File: src/rtl/lvl_detect.sv
`default_nettype none
// ============================================================================
// Module   : lvl_detect
// Purpose  : Hysteretic level detector with persistence qualification, peak
//            capture and a saturating event counter on a filtered sample stream.
// Revision : 1.0 - initial release
// ============================================================================
module lvl_detect #(
  parameter int WIDTH = 10,
  parameter int CNT_W = 8
) (
  input  logic                    clk,
  input  logic                    rst_n,
  input  logic                    en,
  input  logic                    clear,
  input  logic signed [WIDTH-1:0] x_in,
  input  logic signed [WIDTH-1:0] thr_hi,
  input  logic signed [WIDTH-1:0] thr_lo,
  input  logic        [CNT_W-1:0] persist,
  output logic                    det_out,
  output logic                    rise_pulse,
  output logic                    fall_pulse,
  output logic signed [WIDTH-1:0] peak_out,
  output logic        [CNT_W-1:0] evt_cnt,
  output logic        [1:0]       state_out
);

  typedef enum logic [1:0] {
    IDLE   = 2'd0,
    ARM    = 2'd1,
    ACTIVE = 2'd2,
    REL    = 2'd3
  } state_t;

  localparam logic signed [WIDTH-1:0] c_PEAK_MIN = {1'b1, {(WIDTH-1){1'b0}}};
  localparam logic        [CNT_W-1:0] c_CNT_ONE  = {{(CNT_W-1){1'b0}}, 1'b1};

  state_t                    r_state,    w_state;
  logic        [CNT_W-1:0]   r_cnt,      w_cnt;
  logic                      r_det,      w_det;
  logic                      r_rise,     w_rise;
  logic                      r_fall,     w_fall;
  logic signed [WIDTH-1:0]   r_peak_out, w_peak_out;
  logic        [CNT_W-1:0]   r_evt_cnt,  w_evt_cnt;
  logic signed [WIDTH-1:0]   r_run_peak, w_run_peak;

  logic                      w_hi;
  logic                      w_lo;
  logic        [CNT_W-1:0]   w_p;
  logic                      w_p_one;
  logic        [CNT_W:0]     w_cnt_inc;
  logic                      w_cnt_done;
  logic signed [WIDTH-1:0]   w_peak_max;
  logic        [CNT_W-1:0]   w_evt_sat;

  assign w_hi       = (x_in >= thr_hi);
  assign w_lo       = (x_in <= thr_lo);
  assign w_p        = (persist == '0) ? c_CNT_ONE : persist;
  assign w_p_one    = (w_p == c_CNT_ONE);
  assign w_cnt_inc  = {1'b0, r_cnt} + {{CNT_W{1'b0}}, 1'b1};
  // >= rather than == so a persist reduced below the running count still completes
  assign w_cnt_done = (w_cnt_inc >= {1'b0, w_p});
  assign w_peak_max = (x_in > r_run_peak) ? x_in : r_run_peak;
  assign w_evt_sat  = (r_evt_cnt == '1) ? r_evt_cnt : r_evt_cnt + c_CNT_ONE;

  always_comb begin
    w_state    = r_state;
    w_cnt      = r_cnt;
    w_det      = r_det;
    w_rise     = 1'b0;
    w_fall     = 1'b0;
    w_peak_out = r_peak_out;
    w_evt_cnt  = r_evt_cnt;
    w_run_peak = r_run_peak;
    if (clear) begin
      w_state    = IDLE;
      w_cnt      = '0;
      w_det      = 1'b0;
      w_peak_out = '0;
      w_evt_cnt  = '0;
      w_run_peak = c_PEAK_MIN;
    end else if (en) begin
      case (r_state)
        IDLE: begin
          if (w_hi) begin
            w_run_peak = w_peak_max;
            if (w_p_one) begin
              w_state   = ACTIVE;
              w_cnt     = '0;
              w_det     = 1'b1;
              w_rise    = 1'b1;
              w_evt_cnt = w_evt_sat;
            end else begin
              w_state = ARM;
              w_cnt   = c_CNT_ONE;
            end
          end else begin
            w_cnt = '0;
          end
        end
        ARM: begin
          if (w_hi) begin
            w_run_peak = w_peak_max;
            if (w_cnt_done) begin
              w_state   = ACTIVE;
              w_cnt     = '0;
              w_det     = 1'b1;
              w_rise    = 1'b1;
              w_evt_cnt = w_evt_sat;
            end else begin
              w_cnt = w_cnt_inc[CNT_W-1:0];
            end
          end else begin
            w_state    = IDLE;
            w_cnt      = '0;
            w_run_peak = c_PEAK_MIN;
          end
        end
        ACTIVE: begin
          w_run_peak = w_peak_max;
          if (w_lo) begin
            if (w_p_one) begin
              w_state    = IDLE;
              w_cnt      = '0;
              w_det      = 1'b0;
              w_fall     = 1'b1;
              w_peak_out = w_peak_max;
              w_run_peak = c_PEAK_MIN;
            end else begin
              w_state = REL;
              w_cnt   = c_CNT_ONE;
            end
          end
        end
        REL: begin
          w_run_peak = w_peak_max;
          if (w_lo) begin
            if (w_cnt_done) begin
              w_state    = IDLE;
              w_cnt      = '0;
              w_det      = 1'b0;
              w_fall     = 1'b1;
              w_peak_out = w_peak_max;
              w_run_peak = c_PEAK_MIN;
            end else begin
              w_cnt = w_cnt_inc[CNT_W-1:0];
            end
          end else begin
            w_state = ACTIVE;
            w_cnt   = '0;
          end
        end
        default: begin
          w_state = IDLE;
          w_cnt   = '0;
        end
      endcase
    end
  end

  always_ff @(posedge clk or negedge rst_n) begin
    if (!rst_n) begin
      r_state    <= IDLE;
      r_cnt      <= '0;
      r_det      <= 1'b0;
      r_rise     <= 1'b0;
      r_fall     <= 1'b0;
      r_peak_out <= '0;
      r_evt_cnt  <= '0;
      r_run_peak <= c_PEAK_MIN;
    end else begin
      r_state    <= w_state;
      r_cnt      <= w_cnt;
      r_det      <= w_det;
      r_rise     <= w_rise;
      r_fall     <= w_fall;
      r_peak_out <= w_peak_out;
      r_evt_cnt  <= w_evt_cnt;
      r_run_peak <= w_run_peak;
    end
  end

  assign det_out    = r_det;
  assign rise_pulse = r_rise;
  assign fall_pulse = r_fall;
  assign peak_out   = r_peak_out;
  assign evt_cnt    = r_evt_cnt;
  assign state_out  = r_state;

endmodule
`default_nettype wire
File: config.mk
export PLATFORM = sky130hd
export DESIGN_NAME = lvl_detect
export DESIGN_NICKNAME = d
export VERILOG_FILES = /design/src/rtl/lvl_detect.sv
export SDC_FILE = /design/constraint.sdc
export NUM_CORES = 1
export LEC_CHECK = 0
export ABC_AREA = 1
export CAP_MARGIN = 20
export CORE_AREA = 3 3 90 92
export DETAILED_ROUTE_END_ITERATION = 8
export DIE_AREA = 0 0 93 95
export PLACE_DENSITY = 0.73
export SYNTH_ARGS = -nofsm -noshare
export SYNTH_HDL_FRONTEND = slang
export SYNTH_SLANG_ARGS = --single-unit
File: constraint.sdc
create_clock -name clk -period 2.5 [get_ports clk]
set_input_delay 0.5 -clock clk [delete_from_list [all_inputs] [get_ports clk]]
set_output_delay 0.5 -clock clk [all_outputs]
set_load 0.05 [all_outputs]
# Word-level counts from Yosys, hierarchy flattened
# Index checks and enable logic that the tools add are counted.
[totals] wordCells=109 reg_bits=41
[op_classes] muxes=69 n_eq_ne=15 reduce_logical=11 add_sub_neg=2 n_lt_le_gt_ge=4
[ops] cell="10-bit two-way mux" n=15
[ops] cell="8-bit two-way mux" n=14
[ops] cell="10-bit one-hot mux with 4 select lines" n=1
[ops] cell="8-bit one-hot mux with 4 select lines" n=1
[ops] cell="3-bit != test (second input constant)" n=8
[ops] cell="1-bit two-way mux" n=22
[ops] cell="2-bit two-way mux" n=10
[ops] cell="10-bit one-hot mux with 2 select lines" n=1
[ops] cell="8-bit one-hot mux with 2 select lines" n=1
[ops] cell="6-bit AND reduction" n=2
[ops] cell="10-bit >= comparator" n=1
[ops] cell="10-bit greater-than comparator" n=1
[ops] cell="10-bit less-or-equal comparator" n=1
[ops] cell="8-bit by 1-bit adder with 9-bit output (second input constant)" n=1
[ops] cell="9-bit by 8-bit >= comparator with 1-bit output" n=1
[ops] cell="9-bit AND reduction" n=1
[ops] cell="8-bit by 1-bit adder with 8-bit output (second input constant)" n=1
[ops] cell="8-bit by 1-bit == test with 1-bit output (second input constant)" n=1
[ops] cell="8-bit == test (second input constant)" n=1
[ops] cell="8-bit zero test" n=1
[ops] cell="4-bit != test (second input constant)" n=2
[ops] cell="2-bit one-hot mux with 4 select lines" n=1
[ops] cell="3-bit nonzero test" n=2
[ops] cell="5-bit AND reduction" n=1
[ops] cell="other kinds (7)" n=10

# Depth between registers and ports, before layout
[logic_depth] ltp_word=8 depth_mapped=20

# Least setup slack after synthesis
# OpenSTA, ideal clock, no wires.
[synth_path] kind="register -> register" from="register r_cnt[2]" to="register r_peak_out[9], in the netlist peak_out[9]" path_slack_ns=0.052 required_ns=2.382 stages_incl_launch_ff=20 t_arrival_ns=2.330 path_cell_list="dfrtp_1 inv_1 nor3_1 inv_1 nor2_1 inv_1 nor2_1 or2_2 inv_1 ha_1 nand2_1 nand3b_2 inv_1 nand3_2 nand3_2 nand2_1 a31oi_1 nand2_2 nand2_1 nand2_1"
[synth_between] elab_chain_cells=4
[synth_rtl] element="start, declared" line_no="39" text="logic [CNT_W-1:0] r_cnt, w_cnt;"
[synth_rtl] element="start signal, assigned" line_no="173" text="r_cnt <= w_cnt;"
[synth_rtl] element="8-bit by 1-bit adder with 9-bit output" line_no="60" text="assign w_cnt_inc = {1'b0, r_cnt} + {{CNT_W{1'b0}}, 1'b1};"
[synth_rtl] element="9-bit by 8-bit >= comparator with 1-bit output" line_no="62" text="assign w_cnt_done = (w_cnt_inc >= {1'b0, w_p});"
[synth_rtl] element="3-bit != test (no source line)"
[synth_rtl] element="6-bit AND reduction (no source line)"
[synth_rtl] element="end signal, assigned" line_no="177" text="r_peak_out <= w_peak_out;"
[synth_rtl] element="end, declared" line_no="43" text="logic signed [WIDTH-1:0] r_peak_out, w_peak_out;"
# No other way between the ends.
# A chain may end at the register's enable or synchronous reset.

# Worst setup path after layout
[layout_path] from="register r_cnt[0]" to="register r_peak_out[1], in the netlist peak_out[1]"
# Same word-level chain as after synthesis.

==> metrics.cfg <==
[clock_network]
clk_latency_ns=0.30
cts_tree=done
clkSinkCount=41
cts_buffer_depth=2
cts-buffers-inserted=5
ctsHtreeMaxLevel=2
clkTransAtPathRegs_ns=0.08
cts-root-buf=clkbuf_8

[power]
ir_drop_mv=0.587
p_leak_nw=2.66
pwr_density_cell_nw_per_um2=765

[run_status]
outcome=complete, but fails checks
violations=setup timing

[timing]
drv_slew=0
setup_viol=40
rsz0062_at_grt=yes
worst-slew-pin-transition_ns=0.924
finalHoldViolations=0
post-route-period-util_pct=110
holdWs_ns=0.325
min_period_ns=2.76
clock.fmax_mhz=362
finClkSkew_ns=0.00939
setup_slack_ns=-0.261
relSlewSlack_pct=38.4

[drt]
dr.first_iter.drc_count=168
wl_per_cell_um=13.5
drc=0
ant_nets=0
firstDrtPassIters=4
vias=3669
vias_per_cell=5.04
routed_wl_um=9810

[layout]
layout_commonest_cell=nand2_1
diodes=0
area_delta_synth_final_pct=46.6
final_cell_mix=118 x nand2_1, 77 x inv_1, 64 x buf_4, 62 x clkdlybuf4s50_1, 40 x dfrtp_1
design_area_sq_um=5160
finalNetCount=710
drive_above_1_share_pct=25.9
num-fill-cells=599

[hold_path]
hp-class=in2async

[synthesis]
avgSynthCellArea_sq_um=7.13
synthTopCellsByArea=dfrtp_1 28%, ha_1 14%, nand2_1 13%
synth_edf_count=0
synth_top_area_share_pct=28.4
ys_seq_area_share_pct=29.2
yosysUniqueCellTypes=38
syn_inst=494
yosysWarnings=0
synthArstFlopShare_pct=100
mappedNetlistArea_sq_um=3520
synth_flop_cell=dfrtp_1
synthesis.nets=576
yosys_register_bits=41
yosysTopAreaCell=dfrtp_1

[global_route]
grt_pass1_wl_um=16600
antenna_found_initial=0
grt_overflow_total=0
grt_pass1_vias=3742
grtUsageTotal_pct=23.0
grt_max_degree=42

[setup_path]
cp_max_fo=10
required_ns=2.74
cp-start-kind=flip-flop
worst_setup_path_end_kind=flip-flop
critPathKind=reg2reg
cp.arrival_ns=3.00
r2r_cells=18

[job]
maxCapViolations=0

[die]
coreArea_sq_um=7290
fp.dieW_um=93
rows=31
die_area_sq_um=8840
start_util_pct=48.3
die_height_um=95
top_level_ports=65

[placed_design]
place_congestion=0.883
dp_hpwl_um=7050
placed_area_sq_um=4530
portBuffers=64

==> sequential cells by signal (all words and copies together) (netlist names) <==
signal,cells
peak_out,10
r_run_peak,10
evt_cnt,8
r_cnt,8
state_out,2
det_out,1
fall_pulse,1
rise_pulse,1
==> through the flow <==
step | cells | utilization (%) | TNS [ns] | power, mW | setup WS, ns
floorplan | 494 | - | 0 | 2.42 | 0.0521
global placement | 690 | 62.1 | -11.35 | 3.05 | -0.333
detailed placement | 690 | 62.1 | -14.32 | 3.09 | -0.478
CTS | 725 | 68.6 | -5.13 | 3.81 | -0.227
global route | 728 | 70.8 | -13.55 | 4.25 | -0.413
finish | 728 | 70.8 | -8.10 | 3.95 | -0.261
==> cell usage after synthesis, types with 2 or more instances <==
library cell and count:
ha_1 40, a21o_1 2, nand4_1 11, nand3b_1 2
a21oi_1 20, buf_4 3, nor2_4 3, nor2_1 39
nand2_1 126, o21ai_0 21, nand3_4 2, xor2_1 8
nand3_2 4, nor3_4 2, nor2_2 7, o21ai_1 14
inv_1 83, buf_6 2, dfrtp_1 40, nor3_1 4
or2_2 2, o21bai_1 2, nand2_2 7, nand3_1 36
==> worst paths after layout <==
kind | slack (ns) | endpoint | startpoint
setup / recovery | -0.26 | peak_out[1] | r_cnt[0]
hold / removal | 0.32 | r_cnt[1] | rst_n
setup reg to reg | -0.26 | peak_out[1] | r_cnt[0]
hold reg to reg | 0.48 | peak_out[8] | peak_out[8]
max in group asynchronous | 1.59 | r_run_peak[3] | rst_n
min in group clk | 0.48 | peak_out[8] | peak_out[8]
==> cell families (layout without fill, tap and decap cells) <==
logic type / count (synthesis) / after routing / synth area share [%]
compound gates: 65 / 65 / 10.4
buf+inv: 92 / 224 / 10.6
fa+ha+maj: 40 / 40 / 14.2
xor+xnor: 9 / 9 / 2.24
simple gates: 247 / 250 / 33.4
flops: 41 / 41 / 29.2
==> final cells by class <==
class	instances	area (sq um)	share of cell area, %
clock buffers	6	82.6	1.60
clock inverters	2	37.5	0.727
inverters	85	319	6.18
multi-input cells	364	2410	46.7
flip-flops and latches	41	1030	19.9
well taps	99	124	2.40
repair buffers	131	1160	22.5
==> repair_timing <==
item | CTS | global route
endpoints found under the setup margin | 40 | 41
pin swaps | 15 | 20
hold buffers | 0 | 0
setup buffers | 24 | 4
resized for setup | 39 | 31
cloned | 3 | 0
==> power by group <==
group | switching [mW] | leakage, nW | total, mW | internal (mW)
sequential | 0.136 | 0.549 | 0.980 | 0.844
combinational | 1.51 | 2.06 | 2.39 | 0.878
clock | 0.255 | 0.0574 | 0.580 | 0.325
==> metal layers <==
layer	wire length, um	up-vias	track usage (%)
li1	-	1864	-
met1	4030	1710	27.1
met5	0	-	0
met3	321	16	3.27
met2	5310	79	43.3
met4	154	0	6.96
==> worst max-delay path, stage by stage, from the launching register on <==
cell     delay (ns)
dfrtp_1        0.42
inv_2          0.07
nor3_2         0.14
inv_1          0.09
nor2_2         0.12
inv_2          0.07
nor2_4         0.12
nand2_4        0.08
xor2_4         0.17
ha_4           0.31
nand2_2        0.06
nor2_2         0.09
nand4_1        0.15
nand3_4        0.15
nand2_1        0.12
a31oi_4        0.21
buf_6          0.17
nand3_1        0.08
nand2_1        0.08
Note: power is estimated with default switching activity, not from simulation.
